==> src/rtl/uart_alu_ctrl_if.sv <==
// Bundle of the Rx/Tx/ALU handshake and data signals seen by the UART-ALU sequencer.
// master is the sequencer side; slave is the Rx/ALU/Tx side.
interface uart_alu_ctrl_if #(
    parameter int DBIT = 8
);
    logic            rx_done_tick;
    logic [DBIT-1:0] rx_data;
    logic            tx_done_tick;
    logic [DBIT-1:0] alu_result;
    logic [DBIT-1:0] op_a;
    logic [DBIT-1:0] op_b;
    logic [DBIT-1:0] op_code;
    logic [DBIT-1:0] tx_data;
    logic            tx_start;
    logic            busy;
    logic            frame_err;
    logic            overrun;

    modport master (
        input  rx_done_tick, rx_data, tx_done_tick, alu_result,
        output op_a, op_b, op_code, tx_data, tx_start, busy, frame_err, overrun
    );

    modport slave (
        output rx_done_tick, rx_data, tx_done_tick, alu_result,
        input  op_a, op_b, op_code, tx_data, tx_start, busy, frame_err, overrun
    );
endinterface

==> src/rtl/uart_alu_ctrl.sv <==
// Sequencer collecting an A/B/opcode frame from the UART receiver, running the ALU
// and launching one transmit of the result, with inter-byte timeout and overrun flags.
module uart_alu_ctrl #(
    parameter int DBIT           = 8,
    parameter int TIMEOUT_CYCLES = 1000000,
    parameter int TO_W           = 20
) (
    input  logic           clk,
    input  logic           reset,
    uart_alu_ctrl_if.master bus
);
    typedef enum logic [2:0] {
        GET_A   = 3'd0,
        GET_B   = 3'd1,
        GET_OP  = 3'd2,
        EXEC    = 3'd3,
        SEND    = 3'd4,
        WAIT_TX = 3'd5
    } state_t;

    state_t          state_r, state_s;
    logic [DBIT-1:0] op_a_r, op_a_s;
    logic [DBIT-1:0] op_b_r, op_b_s;
    logic [DBIT-1:0] op_code_r, op_code_s;
    logic [DBIT-1:0] tx_data_r, tx_data_s;
    logic            tx_start_r, tx_start_s;
    logic            frame_err_r, frame_err_s;
    logic            overrun_r, overrun_s;
    logic [TO_W-1:0] cnt_r, cnt_s;
    logic            rx_prev_r, tx_prev_r;
    logic            rx_ev_s, tx_ev_s, to_hit_s;

    // Done flags may be held for many cycles; only their rising edge is an event.
    assign rx_ev_s  = bus.rx_done_tick & ~rx_prev_r;
    assign tx_ev_s  = bus.tx_done_tick & ~tx_prev_r;
    assign to_hit_s = (cnt_r == TO_W'(TIMEOUT_CYCLES - 1));

    // State, datapath and edge-detect registers.
    always_ff @(posedge clk) begin
        if (reset) begin
            state_r     <= GET_A;
            op_a_r      <= '0;
            op_b_r      <= '0;
            op_code_r   <= '0;
            tx_data_r   <= '0;
            tx_start_r  <= 1'b0;
            frame_err_r <= 1'b0;
            overrun_r   <= 1'b0;
            cnt_r       <= '0;
            rx_prev_r   <= 1'b1;
            tx_prev_r   <= 1'b1;
        end else begin
            state_r     <= state_s;
            op_a_r      <= op_a_s;
            op_b_r      <= op_b_s;
            op_code_r   <= op_code_s;
            tx_data_r   <= tx_data_s;
            tx_start_r  <= tx_start_s;
            frame_err_r <= frame_err_s;
            overrun_r   <= overrun_s;
            cnt_r       <= cnt_s;
            rx_prev_r   <= bus.rx_done_tick;
            tx_prev_r   <= bus.tx_done_tick;
        end
    end

    // Next-state and next-output decode; pulses are computed one cycle ahead so they leave registered.
    always_comb begin
        state_s     = state_r;
        op_a_s      = op_a_r;
        op_b_s      = op_b_r;
        op_code_s   = op_code_r;
        tx_data_s   = tx_data_r;
        tx_start_s  = 1'b0;
        frame_err_s = 1'b0;
        overrun_s   = 1'b0;
        cnt_s       = cnt_r;
        case (state_r)
            GET_A: begin
                if (rx_ev_s) begin
                    op_a_s  = bus.rx_data;
                    cnt_s   = '0;
                    state_s = GET_B;
                end else begin
                    state_s = GET_A;
                end
            end
            GET_B: begin
                if (rx_ev_s) begin
                    op_b_s  = bus.rx_data;
                    cnt_s   = '0;
                    state_s = GET_OP;
                end else if (to_hit_s) begin
                    frame_err_s = 1'b1;
                    cnt_s       = '0;
                    state_s     = GET_A;
                end else begin
                    cnt_s = cnt_r + TO_W'(1);
                end
            end
            GET_OP: begin
                if (rx_ev_s) begin
                    op_code_s = bus.rx_data;
                    cnt_s     = '0;
                    state_s   = EXEC;
                end else if (to_hit_s) begin
                    frame_err_s = 1'b1;
                    cnt_s       = '0;
                    state_s     = GET_A;
                end else begin
                    cnt_s = cnt_r + TO_W'(1);
                end
            end
            EXEC: begin
                // ALU has had this cycle to settle on the new opcode.
                tx_data_s  = bus.alu_result;
                tx_start_s = 1'b1;
                overrun_s  = rx_ev_s;
                state_s    = SEND;
            end
            SEND: begin
                overrun_s = rx_ev_s;
                state_s   = WAIT_TX;
            end
            WAIT_TX: begin
                overrun_s = rx_ev_s;
                if (tx_ev_s) begin
                    state_s = GET_A;
                end else begin
                    state_s = WAIT_TX;
                end
            end
            default: begin
                state_s   = GET_A;
                op_a_s    = '0;
                op_b_s    = '0;
                op_code_s = '0;
                tx_data_s = '0;
                cnt_s     = '0;
            end
        endcase
    end

    assign bus.op_a      = op_a_r;
    assign bus.op_b      = op_b_r;
    assign bus.op_code   = op_code_r;
    assign bus.tx_data   = tx_data_r;
    assign bus.tx_start  = tx_start_r;
    assign bus.frame_err = frame_err_r;
    assign bus.overrun   = overrun_r;
    assign bus.busy      = (state_r != GET_A);
endmodule

==> src/flat_wrapper.sv <==
// flat-port wrapper written by rule: the top's interface ports become plain ports
module uart_alu_ctrl_flat 
#(
    parameter int DBIT           = 8,
    parameter int TIMEOUT_CYCLES = 1000000,
    parameter int TO_W           = 20
)
  (clk, reset, bus_rx_done_tick, bus_rx_data, bus_tx_done_tick, bus_alu_result, bus_op_a, bus_op_b, bus_op_code, bus_tx_data, bus_tx_start, bus_busy, bus_frame_err, bus_overrun);
  uart_alu_ctrl_if #(.DBIT(DBIT)) bus_i ();
  input  logic clk;
  input  logic reset;
  input wire logic [$bits(bus_i.rx_done_tick)-1:0] bus_rx_done_tick;
  input wire logic [$bits(bus_i.rx_data)-1:0] bus_rx_data;
  input wire logic [$bits(bus_i.tx_done_tick)-1:0] bus_tx_done_tick;
  input wire logic [$bits(bus_i.alu_result)-1:0] bus_alu_result;
  output wire logic [$bits(bus_i.op_a)-1:0] bus_op_a;
  output wire logic [$bits(bus_i.op_b)-1:0] bus_op_b;
  output wire logic [$bits(bus_i.op_code)-1:0] bus_op_code;
  output wire logic [$bits(bus_i.tx_data)-1:0] bus_tx_data;
  output wire logic [$bits(bus_i.tx_start)-1:0] bus_tx_start;
  output wire logic [$bits(bus_i.busy)-1:0] bus_busy;
  output wire logic [$bits(bus_i.frame_err)-1:0] bus_frame_err;
  output wire logic [$bits(bus_i.overrun)-1:0] bus_overrun;
  assign bus_i.rx_done_tick = bus_rx_done_tick;
  assign bus_i.rx_data = bus_rx_data;
  assign bus_i.tx_done_tick = bus_tx_done_tick;
  assign bus_i.alu_result = bus_alu_result;
  assign bus_op_a = bus_i.op_a;
  assign bus_op_b = bus_i.op_b;
  assign bus_op_code = bus_i.op_code;
  assign bus_tx_data = bus_i.tx_data;
  assign bus_tx_start = bus_i.tx_start;
  assign bus_busy = bus_i.busy;
  assign bus_frame_err = bus_i.frame_err;
  assign bus_overrun = bus_i.overrun;
  uart_alu_ctrl #(.DBIT(DBIT), .TIMEOUT_CYCLES(TIMEOUT_CYCLES), .TO_W(TO_W)) u_core (.clk(clk), .reset(reset), .bus(bus_i));
endmodule
==> config.mk <==
export PLATFORM = sky130hd
export DESIGN_NAME = uart_alu_ctrl_flat
export DESIGN_NICKNAME = d
export VERILOG_FILES = /design/src/rtl/uart_alu_ctrl_if.sv /design/src/rtl/uart_alu_ctrl.sv /design/src/flat_wrapper.sv
export SDC_FILE = /design/constraint.sdc
export NUM_CORES = 1
export LEC_CHECK = 0
export ABC_AREA = 0
export BUFFER_PORTS_ARGS = -buffer_cell sky130_fd_sc_hd__buf_2
export CORE_MARGIN = 5
export CORE_UTILIZATION = 30
export DETAILED_ROUTE_END_ITERATION = 8
export GPL_ROUTABILITY_DRIVEN = 1
export PLACE_DENSITY = 0.5
export SLEW_MARGIN = 20
export SYNTH_ARGS = -nofsm -noshare
export SYNTH_HDL_FRONTEND = slang
export SYNTH_SLANG_ARGS = --single-unit
==> constraint.sdc <==
create_clock -name clk -period 3.6 [get_ports clk]
set_input_delay 0.18 -clock clk [delete_from_list [all_inputs] [get_ports clk]]
set_output_delay 0.18 -clock clk [all_outputs]
set_load 0.01 [all_outputs]
==> results by group <==
Critical path
  – Maximum fanout along the worst path: 19
  – CP Class: reg -> reg
  – Crit path DAT: between 2 and 3 ns
  – CP endpoint kind: flip-flop
  – CP startpoint kind: flip-flop
  – Worst EP required: a little under 4 ns

Global routing
  – First-pass GRT wire length: 10900 µm
  – Largest net degree at the start of global routing: 53
  – Initial antenna violation count: 0
  – Total grt overflow: 0
  – Vias in the first global route: between 2000 and 2500
  – GRT Util Overall: 0.132

CTS
  – CTS H-tree lvls: 3
  – Clock buffer depth: 2
  – Post-CTS Resized: 0
  – CTS buffer count: 9
  – TritonCTS Sinks: 60
  – Post-CTS setup buffer count: 0
  – # hold bufs at CTS: 0
  – Clock Pin Slew Worst Setup and Hold Paths: 0.07 ns
  – Clock latency on the worst-skew pair: approximately 0.34 ns
  – Root buffer cell: clkbuf_8
  – CTS tree: built

Timing
  – RSZ-0062 raised after global routing: no
  – Fin crit share: 0.628
  – Endpoints failing setup: 0
  – Slew @ Worst Pin: about 1 ns
  – Setup_tns: 0 ns
  – Achievable Freq: between 400 and 500 MHz
  – Final worst path period need: 2.26 ns
  – Max-slew violation count: 0
  – Worst hold margin: between 0.05 and 0.06 ns
  – Rel. slew slack: 0.331
  – Max Clock Skew: between 0.007 and 0.008 ns
  – Final Hold Viols: 0

Synth
  – Synth Instances: around 310
  – Yosys top cell by area: dfxtp_1
  – Most frequent cells after synthesis: 60 x dfxtp_1, 36 x nand2_1, 35 x a21oi_1
  – Ys flop type: dfxtp_1
  – Mapped Area: about 0.0026 mm²
  – Synth warn: 0
  – Number of flops mapped to enable cells by yosys: 0
  – Count leader, synth: dfxtp_1
  – Syn avg cell area: ~8.3 µm²
  – Synthesized flop and latch total: 60
  – Sequential area share after synthesis: 0.463
  – Top post-synthesis cells by area: dfxtp_1 46%, a21oi_1 6.7%, nand3_1 6.2%, nand2_1 5.2%, nor2_1 3.8%
  – Number of library cell types mapped by synthesis: 45
  – Syn nets: about 330
  – Fraction of registers with async set/reset: 0
  – Area share of the largest cell type after synthesis: 0.463

Detailed routing
  – DRT Pass-1 Iters: 4
  – Final routed DRC violation total: 0
  – DR WL/cell: between 10 and 15 µm
  – Via Count: 2386
  – WL final: around 6700 µm
  – Vias per inst: between 5 and 6
  – DR iter-0 viols: 130
  – DRT antenna net count: 0

Die
  – Initial Utilization: 0.302
  – Cell Rows: 34
  – Die ar.: 0.0106 mm²
  – Height of the die: between 100 and 150 µm
  – Core ar.: 0.00859 mm²
  – Ports: 56
  – Die W: slightly above 100 µm

Finish
  – N_diodes: 0
  – Layout Nets: between 300 and 400
  – Reg area: 0.00120 mm²
  – Final Cell Area: between 0.003 and 0.004 mm²
  – Area of the multi-input gates: 0.00131 mm²
  – Layout area overhead: 21.9%
  – Share of post-route cells with drive strength above 1: 0.209
  – Fillers: between 900 and 1000

Run
  – Max_cap viols: 0

Run status
  – Outcome: finished clean

Placed design
  – I/O Buffers: 55
  – GP Congestion: ~0.8
  – Post-DP HPWL: around 4700 µm
  – Placed Area: roughly 0.0029 mm²

Power and ir drop
  – Cell Pwr Density: 452 mW/mm²
  – Pleak: about 1.2 nW
  – Maximum vdd drop: 0.207 mV

Min path
  – Hold Crit Class: in -> reg
==> worst max-delay path, cell delays in order (launching register included) <==
cell      delay (ns)
dfxtp_1         0.62
xnor2_1         0.12
or3_1           0.44
a211oi_4        0.62
o21ai_0         0.19
a31oi_1         0.19
==> flip-flops by register name (all words and copies together) (netlist names), 3 cells and up <==
signal / count
u_core.bus.op_b: 8
u_core.bus.op_a: 8
u_core.bus.tx_data: 8
u_core.state_r: 3
u_core.bus.op_code: 8
u_core.cnt_r: 20
==> routing by layer <==
layer	part of all wire	global-route usage	up-vias
met5	0	0	-
met4	0.020	0.0687	0
met3	0.050	0.0291	12
met2	0.43	0.176	54
met1	0.50	0.195	1077
li1	-	-	1243
==> final timing paths <==
kind / startpoint / end / slack, ns / cells past startpoint
max reg2reg: u_core.state_r[1]$_SDFF_PP0_ / u_core.cnt_r[16]$_SDFFE_PP0P_ / 1.34 / 5
max: u_core.state_r[1]$_SDFF_PP0_ / u_core.cnt_r[16]$_SDFFE_PP0P_ / 1.34 / 5
min reg2reg: u_core.bus.op_code[3]$_SDFFE_PP0P_ / u_core.bus.op_code[3]$_SDFFE_PP0P_ / 0.45 / 2
min: bus_tx_done_tick / u_core.tx_prev_r$_SDFF_PP1_ / 0.05 / 2
==> report_power, final <==
| group | switching, mW | internal [mW] |
|---|---|---|
| logic | 0.0568 | 0.0294 |
| clock network | 0.277 | 0.390 |
| registers | 0.00690 | 0.672 |
==> area by class of cell <==
class	count	area share
repair buffers	56	0.0894
flip-flops and latches	60	0.380
well taps	108	0.0427
inverters	4	0.00474
multi-input cells	233	0.415
clock buffers	10	0.0403
clock inverters	6	0.0281
==> logic make-up (layout without fill, tap and decap cells) <==
kind of cell | Yosys count | in the layout | synth area share
mux | 1 | 1 | 0.00386
buf+inv | 19 | 76 | 0.0313
compound gates | 78 | 78 | 0.188
simple gates | 146 | 146 | 0.285
xor+xnor | 7 | 7 | 0.0236
fa+ha+maj | 1 | 1 | 0.00482
flops | 60 | 60 | 0.463
==> placed cells by master (no fill, tap or decap), drive strengths merged, types with 2 or more instances in the layout <==
| cell | count |
|---|---|
| o21ai | 8 |
| a31oi | 9 |
| bufinv | 2 |
| nor2 | 26 |
| nand3 | 32 |
| xor2 | 3 |
| nor4 | 3 |
| clkbuf | 10 |
| nand3b | 3 |
| nand2b | 5 |
| a22o | 4 |
| nand4 | 6 |
| or2 | 2 |
| and4 | 5 |
| clkinvlp | 2 |
| nand2 | 36 |
| nor2b | 3 |
| a21o | 2 |
| and3 | 5 |
| buf | 56 |
| xnor2 | 4 |
| a22oi | 9 |
| or3 | 3 |
| clkinv | 2 |
| a21oi | 36 |
| nor3 | 12 |
| o21a | 2 |
| a211oi | 3 |
| dfxtp | 60 |
| inv | 4 |
==> per-stage QoR <==
stage | util | power (mW) | cells | setup WS [ns]
after floorplan | - | 0.747 | 312 | 1.92
after global placement | 0.343 | 0.780 | 461 | 1.39
after detailed placement | 0.343 | 0.781 | 461 | 1.36
after CTS | 0.368 | 1.45 | 477 | 1.34
after global routing | 0.368 | 1.49 | 477 | 1.15
final | 0.368 | 1.43 | 477 | 1.34
Note: power is estimated with default switching activity, not from simulation.
